--- config.mk ---
export PLATFORM = sky130hd
export DESIGN_NAME = act_unit_sched
export DESIGN_NICKNAME = d
export VERILOG_FILES = /design/src/rtl/act_unit_sched.sv
export SDC_FILE = /design/constraint.sdc
export NUM_CORES = 1
export LEC_CHECK = 0
export BUFFER_PORTS_ARGS = -buffer_cell sky130_fd_sc_hd__buf_2
export CORE_MARGIN = 2
export CORE_UTILIZATION = 59
export DETAILED_ROUTE_END_ITERATION = 12
export PLACE_DENSITY = 0.79
export SLEW_MARGIN = 25
export SYNTH_ARGS = -nofsm -noshare
export SYNTH_HDL_FRONTEND = slang
export SYNTH_SLANG_ARGS = --single-unit
--- constraint.sdc ---
create_clock -name clk -period 3.9 [get_ports clk]
set_input_delay 0.195 -clock clk [delete_from_list [all_inputs] [get_ports clk]]
set_output_delay 0.195 -clock clk [all_outputs]
set_load 0.05 [all_outputs]
--- src/rtl/act_unit_sched.sv ---
// act_unit_sched: issue scheduler in front of a shared softplus/exp unit.
// Two request ports (softplus, exp) are arbitrated round-robin onto one
// registered issue stream. Per-mode credits bound inflight + buffered results
// to FIFO_DEPTH, so a result FIFO can never overflow. A flush drains
// outstanding work without clearing the FIFOs. Results that arrive with nothing
// in flight raise a sticky error and are dropped.
// Optional build macro: ACT_UNIT_SCHED_STATS_EN adds issue/stall counters.
//
// Handshake rule for every stream: a transfer happens on a rising clock edge
// where valid and ready are both high. The source holds valid and data stable
// until that edge. Ready never depends on the same port's valid in the same
// cycle.

// Per-mode result FIFO. The head word is presented as soon as it is stored.
module act_unit_sched_fifo #(
  parameter int DW    = 16,
  parameter int DEPTH = 8,
  parameter int CW    = $clog2(DEPTH) + 1
) (
  input  logic          clk,
  input  logic          rst,
  input  logic          push,
  input  logic [DW-1:0] din,
  input  logic          pop,
  output logic          valid,
  output logic [DW-1:0] dout,
  output logic [CW-1:0] count
);
  localparam int AW = $clog2(DEPTH);

  logic [DW-1:0] mem [DEPTH];
  logic [AW-1:0] wr_ptr;
  logic [AW-1:0] rd_ptr;
  logic          do_pop;
  logic          do_push;

  assign do_pop  = pop && (count != '0);
  assign do_push = push && ((count != CW'(DEPTH)) || do_pop);

  // Storage array; contents need no reset because count gates the output.
  always_ff @(posedge clk) begin
    if (do_push) mem[wr_ptr] <= din;
  end

  // Pointers and occupancy; push together with pop leaves count unchanged.
  always_ff @(posedge clk or posedge rst) begin
    if (rst) begin
      wr_ptr <= '0;
      rd_ptr <= '0;
      count  <= '0;
    end else begin
      if (do_push) wr_ptr <= wr_ptr + 1'b1;
      if (do_pop)  rd_ptr <= rd_ptr + 1'b1;
      case ({do_push, do_pop})
        2'b10:   count <= count + 1'b1;
        2'b01:   count <= count - 1'b1;
        default: ;
      endcase
    end
  end

  assign valid = (count != '0);
  assign dout  = valid ? mem[rd_ptr] : '0;
endmodule

module act_unit_sched #(
  parameter int DW         = 16,
  parameter int FIFO_DEPTH = 8
) (
  input  logic          clk,
  input  logic          rst,
  input  logic          sp_valid_i,
  input  logic [DW-1:0] sp_x_i,
  output logic          sp_ready_o,
  input  logic          ex_valid_i,
  input  logic [DW-1:0] ex_x_i,
  output logic          ex_ready_o,
  output logic          act_valid_o,
  output logic          act_mode_o,
  output logic [DW-1:0] act_x_o,
  input  logic [DW-1:0] act_y_s_i,
  input  logic          act_valid_s_i,
  input  logic [DW-1:0] act_y_e_i,
  input  logic          act_valid_e_i,
  output logic          sp_valid_o,
  output logic [DW-1:0] sp_y_o,
  input  logic          sp_ready_i,
  output logic          ex_valid_o,
  output logic [DW-1:0] ex_y_o,
  input  logic          ex_ready_i,
  input  logic          flush_i,
  output logic          flush_done_o,
  output logic          err_o,
  output logic          dbg_state_o
`ifdef ACT_UNIT_SCHED_STATS_EN
  ,
  output logic [31:0]   stat_sp_issued_o,
  output logic [31:0]   stat_ex_issued_o,
  output logic [31:0]   stat_stall_o
`endif
);
  localparam int CW = $clog2(FIFO_DEPTH) + 1;
  localparam logic [CW:0] DEPTH_S = (CW + 1)'(FIFO_DEPTH);

  typedef enum logic {
    ST_RUN   = 1'b0,
    ST_DRAIN = 1'b1
  } state_t;

  state_t        state;
  state_t        state_nxt;
  logic          run;
  logic [CW-1:0] infl_sp;
  logic [CW-1:0] infl_ex;
  logic [CW-1:0] cnt_sp;
  logic [CW-1:0] cnt_ex;
  logic          cred_sp;
  logic          cred_ex;
  logic          prio_sp;   // 1: softplus wins the next contested cycle
  logic          acc_sp;
  logic          acc_ex;
  logic          ret_sp;
  logic          ret_ex;
  logic          spur;

  // A mode has credit while inflight plus buffered results leave FIFO room.
  assign cred_sp = ({1'b0, infl_sp} + {1'b0, cnt_sp}) < DEPTH_S;
  assign cred_ex = ({1'b0, infl_ex} + {1'b0, cnt_ex}) < DEPTH_S;

  // Flush FSM: RUN grants, DRAIN waits for all inflight work to return.
  always_comb begin
    state_nxt    = state;
    run          = 1'b0;
    flush_done_o = 1'b0;
    case (state)
      ST_RUN: begin
        run = 1'b1;
        if (flush_i) state_nxt = ST_DRAIN;
      end
      ST_DRAIN: begin
        if ((infl_sp == '0) && (infl_ex == '0)) begin
          state_nxt    = ST_RUN;
          flush_done_o = 1'b1;
        end
      end
      default: state_nxt = ST_RUN;
    endcase
  end

  // State register.
  always_ff @(posedge clk or posedge rst) begin
    if (rst) state <= ST_RUN;
    else     state <= state_nxt;
  end

  assign dbg_state_o = (state == ST_DRAIN);

  // Round-robin ready: a port loses only when the other port is requesting
  // with credit and currently holds priority.
  always_comb begin
    sp_ready_o = !rst && run && cred_sp && (!(ex_valid_i && cred_ex) || prio_sp);
    ex_ready_o = !rst && run && cred_ex && (!(sp_valid_i && cred_sp) || !prio_sp);
  end

  assign acc_sp = sp_valid_i && sp_ready_o;
  assign acc_ex = ex_valid_i && ex_ready_o;
  assign ret_sp = act_valid_s_i && (infl_sp != '0);
  assign ret_ex = act_valid_e_i && (infl_ex != '0);
  assign spur   = (act_valid_s_i && (infl_sp == '0)) ||
                  (act_valid_e_i && (infl_ex == '0));

  // Registered issue stream to the shared unit.
  always_ff @(posedge clk or posedge rst) begin
    if (rst) begin
      act_valid_o <= 1'b0;
      act_mode_o  <= 1'b0;
      act_x_o     <= '0;
    end else begin
      act_valid_o <= acc_sp || acc_ex;
      if (acc_sp) begin
        act_mode_o <= 1'b1;
        act_x_o    <= sp_x_i;
      end else if (acc_ex) begin
        act_mode_o <= 1'b0;
        act_x_o    <= ex_x_i;
      end
    end
  end

  // Priority passes to the mode that was not just granted.
  always_ff @(posedge clk or posedge rst) begin
    if (rst)         prio_sp <= 1'b1;
    else if (acc_sp) prio_sp <= 1'b0;
    else if (acc_ex) prio_sp <= 1'b1;
  end

  // Inflight counters: grant adds, matching return removes, both cancel.
  always_ff @(posedge clk or posedge rst) begin
    if (rst) begin
      infl_sp <= '0;
      infl_ex <= '0;
    end else begin
      case ({acc_sp, ret_sp})
        2'b10:   infl_sp <= infl_sp + 1'b1;
        2'b01:   infl_sp <= infl_sp - 1'b1;
        default: ;
      endcase
      case ({acc_ex, ret_ex})
        2'b10:   infl_ex <= infl_ex + 1'b1;
        2'b01:   infl_ex <= infl_ex - 1'b1;
        default: ;
      endcase
    end
  end

  // Sticky error on any result that has no matching outstanding request.
  always_ff @(posedge clk or posedge rst) begin
    if (rst)       err_o <= 1'b0;
    else if (spur) err_o <= 1'b1;
  end

  act_unit_sched_fifo #(.DW(DW), .DEPTH(FIFO_DEPTH), .CW(CW)) u_sp_fifo (
    .clk   (clk),
    .rst   (rst),
    .push  (ret_sp),
    .din   (act_y_s_i),
    .pop   (sp_ready_i),
    .valid (sp_valid_o),
    .dout  (sp_y_o),
    .count (cnt_sp)
  );

  act_unit_sched_fifo #(.DW(DW), .DEPTH(FIFO_DEPTH), .CW(CW)) u_ex_fifo (
    .clk   (clk),
    .rst   (rst),
    .push  (ret_ex),
    .din   (act_y_e_i),
    .pop   (ex_ready_i),
    .valid (ex_valid_o),
    .dout  (ex_y_o),
    .count (cnt_ex)
  );

`ifdef ACT_UNIT_SCHED_STATS_EN
  logic stall;
  assign stall = (sp_valid_i && !acc_sp) || (ex_valid_i && !acc_ex);

  // Free-running wrap-around statistics; flush leaves them untouched.
  always_ff @(posedge clk or posedge rst) begin
    if (rst) begin
      stat_sp_issued_o <= '0;
      stat_ex_issued_o <= '0;
      stat_stall_o     <= '0;
    end else begin
      if (acc_sp) stat_sp_issued_o <= stat_sp_issued_o + 32'd1;
      if (acc_ex) stat_ex_issued_o <= stat_ex_issued_o + 32'd1;
      if (stall)  stat_stall_o     <= stat_stall_o + 32'd1;
    end
  end
`endif
endmodule

==> qor.yml <==
synth:
  syn_nets: 810
  yosysWarnings: 0
  syn_area_um2: 12670
  synth.avg_cell_area_um2: 17.80
  synthDistinctLibCells: 46
  ys.flop_type: "edfxtp_1"
  async_flop_share_pct: 16.07
  syn_inst: 712
  synth_edf_count: 256
  ys_ff_latch: 305
  seq_area_frac_synth_pct: 70.35
detailed_routing:
  drc: 0
  avgRoutedWirePerCell_um: 21.55
  firstDrtPassIters: 4
  routed_wl_um: 26290
  dr.first_iter.drc_count: 546
  via_per_inst: 5.898
  drtAntennaViolNets: 0
  dr_total_vias: 7195
timing:
  final_hold_viol_count: 0
  max_freq_mhz: 299.5
  worstMarginPinSlew_ns: 0.9584
  rsz0062_at_grt: "no"
  slew_headroom_pct: 35.67
  fin_worst_skew_ns: 0.01236
  tns_ns: 0
  setup_viol: 0
  period_needed_ns: 3.339
  final.period_utilization_pct: 85.61
  drv_slew: 0
final_layout:
  layout-drive-gt1-share_pct: 31.22
  fin_nets: 1019
  num_antenna_cells: 0
  postLayoutCoreUtil_pct: 73.23
  layout_commonest_cell: "edfxtp_1"
  nFillCells: 1173
  final_cell_mix: "256 x edfxtp_1, 129 x buf_2, 64 x mux4_2"
  area.growth.synth_to_final_pct: 21.49
global_route:
  busiest_layer: "met2"
  grt_max_degree: 50
  overflow: 0
  met3_usage_pct: 4.152
  grtUsageMet1_pct: 31.48
  grtUsageTotal_pct: 24.23
  grt_pass1_vias: 7620
  gr-usage-met2_pct: 41.93
  antenna_found_initial: 0
  grt_pass1_wl_um: 41310
placement:
  gp_congestion: 0.8320
  place_hpwl_um: 15740
  port_buffers: 129
die:
  ioPinCount: 130
  core-area_um2: 21020
  dieWidth_um: 150.6
  rows: 53
  die-area_um2: 22670
  start_util_pct: 60.28
  die_h_um: 150.6
cts:
  cts_htree_levels: 1
  clk_latency_ns: 0.55
  cts_inserted_buffers: 30
  post-cts-setup-buffer-count: 0
  cts_tree: "yes"
  clk_pin_slew_ns: 0.06
  cts_max_path_buffers: 3
  cts.sinks: 305
  cts-root-buf: "clkbuf_16"
worst_setup_path:
  crit_type: "reg -> reg"
  crit_required_ns: 4.37
  crit_buf_inv: 0
  arrival_ns: 3.81
  endpoint_kind: "flop"
  cp_cell_sequence: "ha_1 > or3_1 > a2111o_1 > nand2b_1 > ha_1 > ha_1 > a21o_1 > a21oi_1 > mux2i_1 > xnor2_1"
  slowest_delay_ns: 0.48
  cp_slowest_cell: "or3_1"
  critPathMaxFanout: 5
  critPathLaunchType: "flop"
  crit_path_frequent_cell: "ha_1"
  cp_top_family: "adder cells"
job:
  drv_cap: 0
worst_hold_path:
  hold_path_class: "in -> reg"
power:
  fin_total_pwr_mw: 12.77
  ir_drop_mv: 0.8264
  power.density_nw_per_um2: 829.2
  p_leak_nw: 5.733
run_status:
  status: "finished clean"
## metal layers
layer / part of all wire [%] / vias up
met2: 53 / 251
met3: 5.8 / 68
met1: 39 / 3667
li1: - / 3209
met5: 0 / -
met4: 2.9 / 0
## tightest hold or removal path: stages
cell	delay (ns)
buf_2	0.09
or3b_1	0.15
a31oi_1	0.08
## path summary, 6_finish.rpt
kind / startpoint / to / slack (ns) / cells past startpoint
setup reg to reg: u_ex_fifo.count[3]$_DFFE_PP0P_ / infl_ex[3]$_DFFE_PP0P_ / 0.56 / 10
setup / recovery: u_ex_fifo.count[3]$_DFFE_PP0P_ / infl_ex[3]$_DFFE_PP0P_ / 0.56 / 10
hold / removal: ex_x_i[5] / act_x_o[5]$_DFFE_PP0P_ / 0.02 / 3
max in group asynchronous: rst / u_ex_fifo.rd_ptr[0]$_DFFE_PP0P_ / 2.97 / 3
min in group asynchronous: rst / act_x_o[11]$_DFFE_PP0P_ / 0.38 / 3
hold reg to reg: prio_sp$_DFFE_PP1P_ / prio_sp$_DFFE_PP1P_ / 0.51 / 2
## area by class of cell
cell class              instances  area, um2  share of cell area [%]
flip-flops and latches        305       8920                   57.94
well taps                     275      344.1                   2.235
clock inverters                20      231.5                   1.504
multi-input cells             347       3546                   23.03
clock buffers                  36      824.5                   5.356
inverters                      21      80.08                  0.5202
repair buffers                216       1449                   9.412
## Yosys cell counts (5+ instances only)
cell type	n	area (um2)
or3b_1	14	122.6
mux2i_1	37	370.4
nor3b_1	5	37.54
dfrtp_1	48	1201
nor2_1	54	202.7
buf_1	5	18.77
nor3_1	24	120.1
mux4_2	64	1441
o21ai_0	24	120.1
nand2b_1	5	31.28
xnor2_1	11	96.34
buf_2	11	55.05
a31oi_1	17	106.4
xor2_1	11	96.34
ha_1	22	275.3
inv_1	20	75.07
edfxtp_1	256	7687
nand2_1	18	67.56
a21oi_1	6	30.03
clkbuf_1	18	67.56
## state kept, by name (all words and copies together) (netlist names)
signal	count
act_valid_o	1
dbg_state_o	1
act_mode_o	1
infl_ex	4
u_ex_fifo.wr_ptr	3
u_sp_fifo.count	4
u_sp_fifo.mem	128
u_ex_fifo.mem	128
act_x_o	16
u_sp_fifo.wr_ptr	3
u_sp_fifo.rd_ptr	3
infl_sp	4
u_ex_fifo.count	4
err_o	1
prio_sp	1
u_ex_fifo.rd_ptr	3
## metrics by stage
stage	setup WS (ns)	instance area (um2)	hold WS (ns)	instances
floorplan	0.7254	12670	0.2939	712
global placement	0.8209	13730	0.4425	1104
detailed placement	0.6350	13740	0.4526	1104
CTS	0.5992	15390	0.0002328	1220
global route	0.4099	15390	0.01606	1220
finish	0.5613	15390	0.01589	1220
## cells by family (layout without fill, tap and decap cells)
| family | after synthesis | after routing | share of synthesized area [%] |
|---|---|---|---|
| AO/OA/AOI/OAI | 62 | 62 | 3.288 |
| multiplexers | 106 | 106 | 14.74 |
| AND/OR/NAND/NOR | 132 | 132 | 5.332 |
| flip-flops | 305 | 305 | 70.35 |
| buffers and inverters | 60 | 293 | 2.123 |
| XOR/XNOR | 22 | 22 | 1.520 |
| adder cells (fa/ha/maj) | 25 | 25 | 2.646 |
## report_power, final
| part | internal (mW) | switching, mW | total [mW] |
|---|---|---|---|
| clock network | 1.78 | 1.20 | 2.99 |
| logic | 1.82 | 3.15 | 4.96 |
| registers | 4.20 | 0.612 | 4.81 |
| total | 7.80 | 4.96 | 12.8 |
## repair_timing
item | in CTS | in global routing
gates resized for setup | 0 | 0
endpoints found under the hold margin | 322 | 0
hold buffers | 60 | 0
Note: power is estimated with default switching activity, not from simulation.
